File: config.mk
export PLATFORM = sky130hd
export DESIGN_NAME = signed_booth_divider_flat
export DESIGN_NICKNAME = d
export VERILOG_FILES = /design/src/rtl/signed_booth_divider_if.sv /design/src/rtl/signed_booth_divider.sv /design/src/flat_wrapper.sv
export SDC_FILE = /design/constraint.sdc
export NUM_CORES = 1
export LEC_CHECK = 0
export CAP_MARGIN = 40
export CORE_ASPECT_RATIO = 1.5
export CORE_MARGIN = 4
export CORE_UTILIZATION = 48
export CTS_BUF_LIST = sky130_fd_sc_hd__clkbuf_2 sky130_fd_sc_hd__clkbuf_4 sky130_fd_sc_hd__clkbuf_8
export DETAILED_ROUTE_END_ITERATION = 10
export GPL_TIMING_DRIVEN = 0
export PLACE_DENSITY = 0.66
export SETUP_SLACK_MARGIN = 0.05
export SYNTH_ARGS = -nofsm -noshare
export SYNTH_HDL_FRONTEND = slang
export SYNTH_SLANG_ARGS = --single-unit
File: constraint.sdc
create_clock -name clk -period 3.2 [get_ports clk]
set_input_delay 0.48 -clock clk [delete_from_list [all_inputs] [get_ports clk]]
set_output_delay 0.48 -clock clk [all_outputs]
set_load 0.005 [all_outputs]
File: src/rtl/signed_booth_divider_if.sv
// Divider request/result bundle; master issues operands, slave returns results.
// Handshake: start is taken only while busy=0, results qualified by a one-cycle done.
interface signed_booth_divider_if #(
  parameter int N = 4
);
  logic           start;
  logic [2*N-1:0] dividend;
  logic [N-1:0]   divisor;
  logic           busy;
  logic           done;
  logic [N-1:0]   quotient;
  logic [N-1:0]   remainder;
  logic           ovf;
  logic           dz;

  modport master (
    output start, dividend, divisor,
    input  busy, done, quotient, remainder, ovf, dz
  );

  modport slave (
    input  start, dividend, divisor,
    output busy, done, quotient, remainder, ovf, dz
  );
endinterface

File: src/rtl/signed_booth_divider.sv
// Signed 2N/N restoring divider, one quotient bit per clock; done 2N+2 edges after accept.
// Busy blocks new starts; results and flags hold until the next done pulse.
module signed_booth_divider #(
  parameter int N = 4
) (
  input  logic                    clk,
  input  logic                    n_rst,
  signed_booth_divider_if.slave   bus
);
  localparam int CW = $clog2(2 * N);
  localparam logic [CW-1:0] LAST = CW'(2 * N - 1);

  typedef enum logic [1:0] {IDLE, CALC, FIX} state_t;

  state_t         state, state_nxt;
  logic           load, step, fin, accept;
  logic           pend;
  logic [2*N-1:0] dvd_raw;
  logic [N-1:0]   dvs_raw;
  logic [2*N-1:0] dq;
  logic [N-1:0]   dvs_mag;
  logic [N:0]     prem;
  logic [CW-1:0]  cnt;
  logic           q_neg, r_neg, dz_q;
  logic           busy_q, done_q, ovf_q, dz_out;
  logic [N-1:0]   quo_q, rem_q;
  logic [N:0]     shifted, diff;
  logic [2*N-1:0] qs;
  logic [N-1:0]   rs;
  logic           ovf_c;

  // Operands are captured first; magnitudes are formed on the following edge.
  assign accept = bus.start && (state == IDLE) && !pend;

  always_ff @(posedge clk or negedge n_rst) begin
    if (!n_rst) state <= IDLE;
    else        state <= state_nxt;
  end

  always_comb begin
    state_nxt = state;
    load      = 1'b0;
    step      = 1'b0;
    fin       = 1'b0;
    case (state)
      IDLE: if (pend) begin
        load      = 1'b1;
        state_nxt = CALC;
      end
      CALC: begin
        step = 1'b1;
        if (cnt == LAST) state_nxt = FIX;
      end
      FIX: begin
        fin       = 1'b1;
        state_nxt = IDLE;
      end
      default: state_nxt = IDLE;
    endcase
  end

  always_comb begin
    shifted = {prem[N-1:0], dq[2*N-1]};
    diff    = shifted - {1'b0, dvs_mag};
    qs      = q_neg ? -dq : dq;
    rs      = r_neg ? -prem[N-1:0] : prem[N-1:0];
    // Representable iff the top N+1 bits of the signed quotient are a pure sign extension.
    ovf_c   = !((&qs[2*N-1:N-1]) || !(|qs[2*N-1:N-1]));
  end

  always_ff @(posedge clk or negedge n_rst) begin
    if (!n_rst) begin
      pend    <= 1'b0;
      dvd_raw <= '0;
      dvs_raw <= '0;
    end else if (accept) begin
      pend    <= 1'b1;
      dvd_raw <= bus.dividend;
      dvs_raw <= bus.divisor;
    end else if (load) begin
      pend    <= 1'b0;
    end
  end

  always_ff @(posedge clk or negedge n_rst) begin
    if (!n_rst) begin
      dq      <= '0;
      dvs_mag <= '0;
      prem    <= '0;
      cnt     <= '0;
      q_neg   <= 1'b0;
      r_neg   <= 1'b0;
      dz_q    <= 1'b0;
    end else if (load) begin
      dq      <= dvd_raw[2*N-1] ? -dvd_raw : dvd_raw;
      dvs_mag <= dvs_raw[N-1] ? -dvs_raw : dvs_raw;
      prem    <= '0;
      cnt     <= '0;
      q_neg   <= dvd_raw[2*N-1] ^ dvs_raw[N-1];
      r_neg   <= dvd_raw[2*N-1];
      dz_q    <= (dvs_raw == '0);
    end else if (step) begin
      cnt <= cnt + 1'b1;
      if (!diff[N]) begin
        prem <= diff;
        dq   <= {dq[2*N-2:0], 1'b1};
      end else begin
        prem <= shifted;
        dq   <= {dq[2*N-2:0], 1'b0};
      end
    end
  end

  always_ff @(posedge clk or negedge n_rst) begin
    if (!n_rst) begin
      busy_q <= 1'b0;
      done_q <= 1'b0;
      quo_q  <= '0;
      rem_q  <= '0;
      ovf_q  <= 1'b0;
      dz_out <= 1'b0;
    end else begin
      busy_q <= (state_nxt != IDLE);
      done_q <= fin;
      if (fin) begin
        quo_q  <= dz_q ? '0 : qs[N-1:0];
        rem_q  <= dz_q ? '0 : rs;
        ovf_q  <= dz_q ? 1'b0 : ovf_c;
        dz_out <= dz_q;
      end
    end
  end

  assign bus.busy      = busy_q;
  assign bus.done      = done_q;
  assign bus.quotient  = quo_q;
  assign bus.remainder = rem_q;
  assign bus.ovf       = ovf_q;
  assign bus.dz        = dz_out;
endmodule
File: src/flat_wrapper.sv
// flat-port wrapper written by rule: the top's interface ports become plain ports
module signed_booth_divider_flat 
#(
  parameter int N = 4
)
  (clk, n_rst, bus_start, bus_dividend, bus_divisor, bus_busy, bus_done, bus_quotient, bus_remainder, bus_ovf, bus_dz);
  signed_booth_divider_if #(.N(N)) bus_i ();
  input  logic clk;
  input  logic n_rst;
  input wire logic [$bits(bus_i.start)-1:0] bus_start;
  input wire logic [$bits(bus_i.dividend)-1:0] bus_dividend;
  input wire logic [$bits(bus_i.divisor)-1:0] bus_divisor;
  output wire logic [$bits(bus_i.busy)-1:0] bus_busy;
  output wire logic [$bits(bus_i.done)-1:0] bus_done;
  output wire logic [$bits(bus_i.quotient)-1:0] bus_quotient;
  output wire logic [$bits(bus_i.remainder)-1:0] bus_remainder;
  output wire logic [$bits(bus_i.ovf)-1:0] bus_ovf;
  output wire logic [$bits(bus_i.dz)-1:0] bus_dz;
  assign bus_i.start = bus_start;
  assign bus_i.dividend = bus_dividend;
  assign bus_i.divisor = bus_divisor;
  assign bus_busy = bus_i.busy;
  assign bus_done = bus_i.done;
  assign bus_quotient = bus_i.quotient;
  assign bus_remainder = bus_i.remainder;
  assign bus_ovf = bus_i.ovf;
  assign bus_dz = bus_i.dz;
  signed_booth_divider #(.N(N)) u_core (.clk(clk), .n_rst(n_rst), .bus(bus_i));
endmodule
### Word-level counts from Yosys, hierarchy flattened

Cells that the tools add are included.
W data, S select, Z words.

| word-level totals | value |
|---|---|
| bits in registers | 49 |
| logic and storage cells | 64 |

| operators by class | value |
|---|---|
| mux-type cells | 24 |
| add/subtract/negate cells | 6 |
| equality and inequality tests | 3 |
| reductions and logical operators | 13 |
| bitwise logic cells | 1 |

Operator list:

| cell | count |
|---|---|
| $mux W8 | 4 |
| $mux W4 | 7 |
| $neg A8 Y8 | 2 |
| $mux W1 | 8 |
| $neg A4 Y4 | 2 |
| $mux W3 | 2 |
| $reduce_bool A2 Y1 | 3 |
| $reduce_and A5 Y1 | 1 |
| $reduce_or A5 Y1 | 1 |
| $sub A5 B4 Y5 | 1 |
| $logic_not A4 Y1 | 1 |
| $mux W2 | 2 |
| $pmux W2 S2 | 1 |
| $add A3 B1 Y3 const B | 1 |
| $eq A3 B3 Y1 const B | 1 |
| $logic_not A1 Y1 | 3 |
| $eq A2 B1 Y1 const B | 1 |
| $eq A2 B2 Y1 const B | 1 |
| $logic_and A1 B1 Y1 | 2 |
| $logic_not A2 Y1 | 1 |
| $logic_or A1 B1 Y1 | 1 |
| $xor A1 B1 Y1 | 1 |

### Logic depth before layout (Yosys ltp)

| depth | value |
|---|---|
| word-level depth | 7 |
| mapped depth | 10 |

### Worst setup path after synthesis

OpenSTA, ideal clock, no wires.

| path | value |
|---|---|
| kind | register to register |
| start | register u_core.dq[7] |
| end | register u_core.prem[3] |
| data arrival time | 1.974 ns |
| buffers on the path | 0 |
| required time | 3.065 ns |
| period minus slack after synthesis | 2.109 ns |
| slack | 1.091 ns |
| stages on the path, launching flop included | 10 |
| path through | dfrtp_1 inv_1 ha_1 inv_1 fa_1 a21o_1 a21oi_1 xnor2_1 mux2i_1 o21ai_0 |

| between the ends | value |
|---|---|
| cells in the longest elaborated chain, start to end | 4 |

Ends and longest elaborated chain:

| element | RTL line | text |
|---|---|---|
| start: declaration | signed_booth_divider.sv:20 | `logic [2*N-1:0] dq;` |
| start signal: assignment | signed_booth_divider.sv:95 | `dq <= dvd_raw[2*N-1] ? -dvd_raw : dvd_raw;` |
| start signal: assignment | signed_booth_divider.sv:106 | `dq <= {dq[2*N-2:0], 1'b1};` |
| start signal: assignment | signed_booth_divider.sv:109 | `dq <= {dq[2*N-2:0], 1'b0};` |
| $sub A5 B4 Y5 | signed_booth_divider.sv:64 | `diff = shifted - {1'b0, dvs_mag};` |
| $mux W4 | signed_booth_divider.sv:104 | `if (!diff[N]) begin` |
| $mux W4 | signed_booth_divider.sv:102 | `end else if (step) begin` |
| $mux W4 | signed_booth_divider.sv:94 | `end else if (load) begin` |
| end signal: assignment | signed_booth_divider.sv:105 | `prem <= diff;` |
| end signal: assignment | signed_booth_divider.sv:108 | `prem <= shifted;` |
| end: declaration | signed_booth_divider.sv:22 | `logic [N:0] prem;` |

No other way between the ends. The select of a mux whose other input is x is not followed.
A chain may end at the register's enable or synchronous reset.

### Worst setup path after layout

Ends and elaborated chain as after synthesis.

==> flow_metrics.py <==
metrics = {
    "status": {
        "status": "finished clean",
    },
    "synthesis": {
        "synth_cells": 253,
        "ys.flop_type": "dfrtp_1",
        "syn_area_per_cell_sq_um": 9.96,
        "yosysWarnings": 0,
        "yosys-top-cells-area": "dfrtp_1 (49%), o21ai_0 (6.2%), nand2_1 (5.8%), ha_1 (5.0%), mux2_2 (4.5%)",
        "synth-seq-area-share_pct": 48.7,
        "syn-num-nets": 279,
        "ys_types": 37,
        "ys_ff_latch": 49,
        "synthArstFlopShare_pct": 100,
        "synth_edf_count": 0,
        "yosys-top-cells-count": "dfrtp_1 (49), nand2_1 (39), o21ai_0 (31)",
        "synth_most_common_cell": "dfrtp_1",
        "synth_top_area_share_pct": 48.7,
        "syn_area_sq_mm": 0.00252,
        "synth_top_area_cell": "dfrtp_1",
    },
    "final_layout": {
        "n_antenna_cell": 0,
        "syn_to_final_growth_pct": 18.3,
        "fillCellCount": 490,
        "drive_gt1_share_pct": 10.4,
        "finalNetCount": 313,
        "final_core_utilization_pct": 58.2,
        "fin_cells": 356,
    },
    "global_routing": {
        "use_met2_pct": 28.9,
        "grt.overflow.total": 0,
        "grt_busiest_layer": "met2",
        "use_met3_pct": 3.25,
        "grt_util_all_layers_pct": 16.1,
        "grt_use_met1_pct": 18.5,
        "grt_pass1_vias": 1819,
        "grt_pass1_wl_microns": 8160,
        "grt_max_degree": 38,
        "antenna_found_initial": 0,
    },
    "route": {
        "dr.pass1.iters": 4,
        "wl_microns": 4690,
        "vias_per_cell": 5.25,
        "wl_per_cell_microns": 13.2,
        "drc": 0,
        "vias": 1868,
        "drtIter0Drc": 49,
        "ant_nets": 0,
    },
    "pwr": {
        "pwr-share-clk_pct": 12.5,
        "p_leak_nw": 1.33,
        "switching_power_mw": 1.25,
        "p_per_area_mw_per_mm2": 1050,
        "swShare_pct": 39.7,
        "power.total_mw": 3.14,
        "seq_power_share_pct": 38.1,
        "intPower_mw": 1.89,
        "p_comb_share_pct": 49.4,
        "ir_worst_vdd_uv": 429,
    },
    "placed_design": {
        "port_buffers": 26,
        "dp_hpwl_microns": 3650,
        "dp_cells": 348,
        "place.gp.congestion": 0.795,
    },
    "setup_path": {
        "slowest_delay_ns": 0.46,
        "critPathLaunch": "u_core.dq[7]$_DFFE_PN0P_",
        "critPathKind": "flip-flop to flip-flop",
        "crit_top_cell": "inv_1",
        "critPathArrivalTime_ns": 2.58,
        "reg2reg_from": "u_core.dq[7]$_DFFE_PN0P_",
        "startpoint_type": "flip-flop",
        "cp_slowest_cell": "fa_1",
        "path_cells": "inv_1 -> ha_1 -> inv_1 -> fa_1 -> a21o_1 -> a21oi_1 -> xnor2_1 -> mux2i_1 -> o21ai_0",
        "cp-end-kind": "flip-flop",
        "critPathRequiredTime_ns": 3.37,
        "path_max_fanout": 8,
    },
    "cts": {
        "cts_resized": 0,
        "htree_levels": 2,
        "cts.sinks": 49,
        "clockRootBuffer": "clkbuf_8",
        "insertion_delay_ns": 0.30,
        "clockBufferDepth": 2,
        "clkTransAtPathRegs_ns": 0.09,
        "cts_tree": "built",
        "post_cts_buffers": 0,
        "cts_hold_buf": 0,
        "cts_inserted_buffers": 5,
    },
    "timing": {
        "tightest_slew_ns": 0.673,
        "post-route-min-period_ns": 2.40,
        "achievable-frequency_mhz": 416,
        "clock_skew_ns": 0.00792,
        "fin_hold_ws_ns": 0.0559,
        "hold_viol_final": 0,
        "rsz0062_at_grt": "false",
        "slew_headroom_pct": 54.8,
        "slew_viol_final": 0,
        "setup_viol": 0,
        "post-route-period-util_pct": 75.1,
        "finalSetupTns_ns": 0,
    },
    "floorplan": {
        "coreArea_sq_mm": 0.00512,
        "chipWidth_microns": 67.1,
        "die-height_microns": 96.7,
        "initial_utilization_pct": 49.1,
        "io_pins": 27,
        "rows": 32,
        "die_area_sq_mm": 0.00649,
    },
    "run": {
        "drv_cap": 0,
    },
    "min_path": {
        "hold_class": "input pin to async pin",
    },
}
-- path summary, 6_finish.rpt --
check / endpoint / slack (ns) / cells past startpoint
worst max-delay path: u_core.prem[3]$_DFFE_PN0P_ / 0.80 / 9
worst min-delay path: u_core.bus.remainder[2]$_DFFE_PN0P_ / 0.06 / 1
worst max register to register: u_core.prem[3]$_DFFE_PN0P_ / 0.80 / 9
worst min register to register: u_core.bus.quotient[1]$_DFFE_PN0P_ / 0.48 / 2
max in group asynchronous: u_core.dq[5]$_DFFE_PN0P_ / 2.65 / 2
min in group clk: u_core.bus.quotient[1]$_DFFE_PN0P_ / 0.48 / 2
-- worst max-delay path: cells and delay by family (launching register included) --
kind,cells,cell delay [ns]
adders and majority gates,2,0.62
buffers and inverters,2,0.20
xor gates and xnor gates,1,0.34
muxes,1,0.25
AOI/OAI and AO/OA,3,0.43
DFF,1,0.44
-- registers in the layout, indices dropped and copies added, names as in the netlist, 3 cells and up --
name                  cells
u_core.bus.quotient       4
u_core.bus.remainder      4
u_core.cnt                3
u_core.dq                 8
u_core.dvd_raw            8
u_core.dvs_mag            4
u_core.dvs_raw            4
u_core.prem               4
-- metal layers --
layer  routed length, microns  up-vias
li1                         -      937
met1                     1850      896
met2                     2630       31
met3                      165        4
met4                       41        0
met5                        0        -
-- stage by stage --
| stage | worst slack (ns) | cell area [sq um] |
|---|---|---|
| after floorplan | 1.09 | 2520 |
| after global placement | 0.221 | 2860 |
| after detailed placement | 0.787 | 2880 |
| after CTS | 0.766 | 2980 |
| after global routing | 0.589 | 2980 |
| final | 0.797 | 2980 |
-- cells by family after synthesis --
| kind of cell | synth area share [%] |
|---|---|
| simple gates | 15.5 |
| compound gates | 13.9 |
| flops | 48.7 |
| buf+inv | 4.17 |
| xor+xnor | 5.56 |
| mux | 6.46 |
| fa+ha+maj | 5.76 |
-- cells in the final DEF, fill, tap and decap left out, types with 2 or more instances in the layout --
cell type,instances
inv_1,16
xnor2_1,8
clkbuf_1,7
clkdlybuf4s50_1,25
mux2_2,10
or3_1,2
o21ai_0,31
a22oi_1,5
a21oi_1,6
a21o_1,2
nor2b_1,3
a32oi_1,2
or3_4,2
nor2_1,12
nand2_1,39
o221ai_1,2
xor2_1,8
o31ai_1,5
dfrtp_1,49
nand3_1,8
ha_1,10
buf_2,4
nand2b_1,4
mux2i_1,5
clkbuf_8,7
-- power by group through the flow --
stage | Combinational [mW] | Sequential (mW) | Clock (mW)
after floorplan | 1.15 | 1.15 | 0
after global placement | 1.52 | 1.19 | 0
after detailed placement | 1.57 | 1.21 | 0
after CTS | 1.58 | 1.20 | 0.405
after global routing | 1.77 | 1.25 | 0.434
final | 1.55 | 1.20 | 0.391
-- layout make-up --
cell class,instances,area [sq um],area share [%]
Buffer,11,45.0,1.51
Tap cell,68,85.1,2.85
Inverter,16,60.1,2.02
Clock buffer,7,96.3,3.23
Timing Repair Buffer,27,275,9.24
Multi-Input combinational cell,177,1190,39.8
Clock inverter,1,5.00,0.168
Sequential cell,49,1230,41.1
Power figures use the tool's default switching activity.
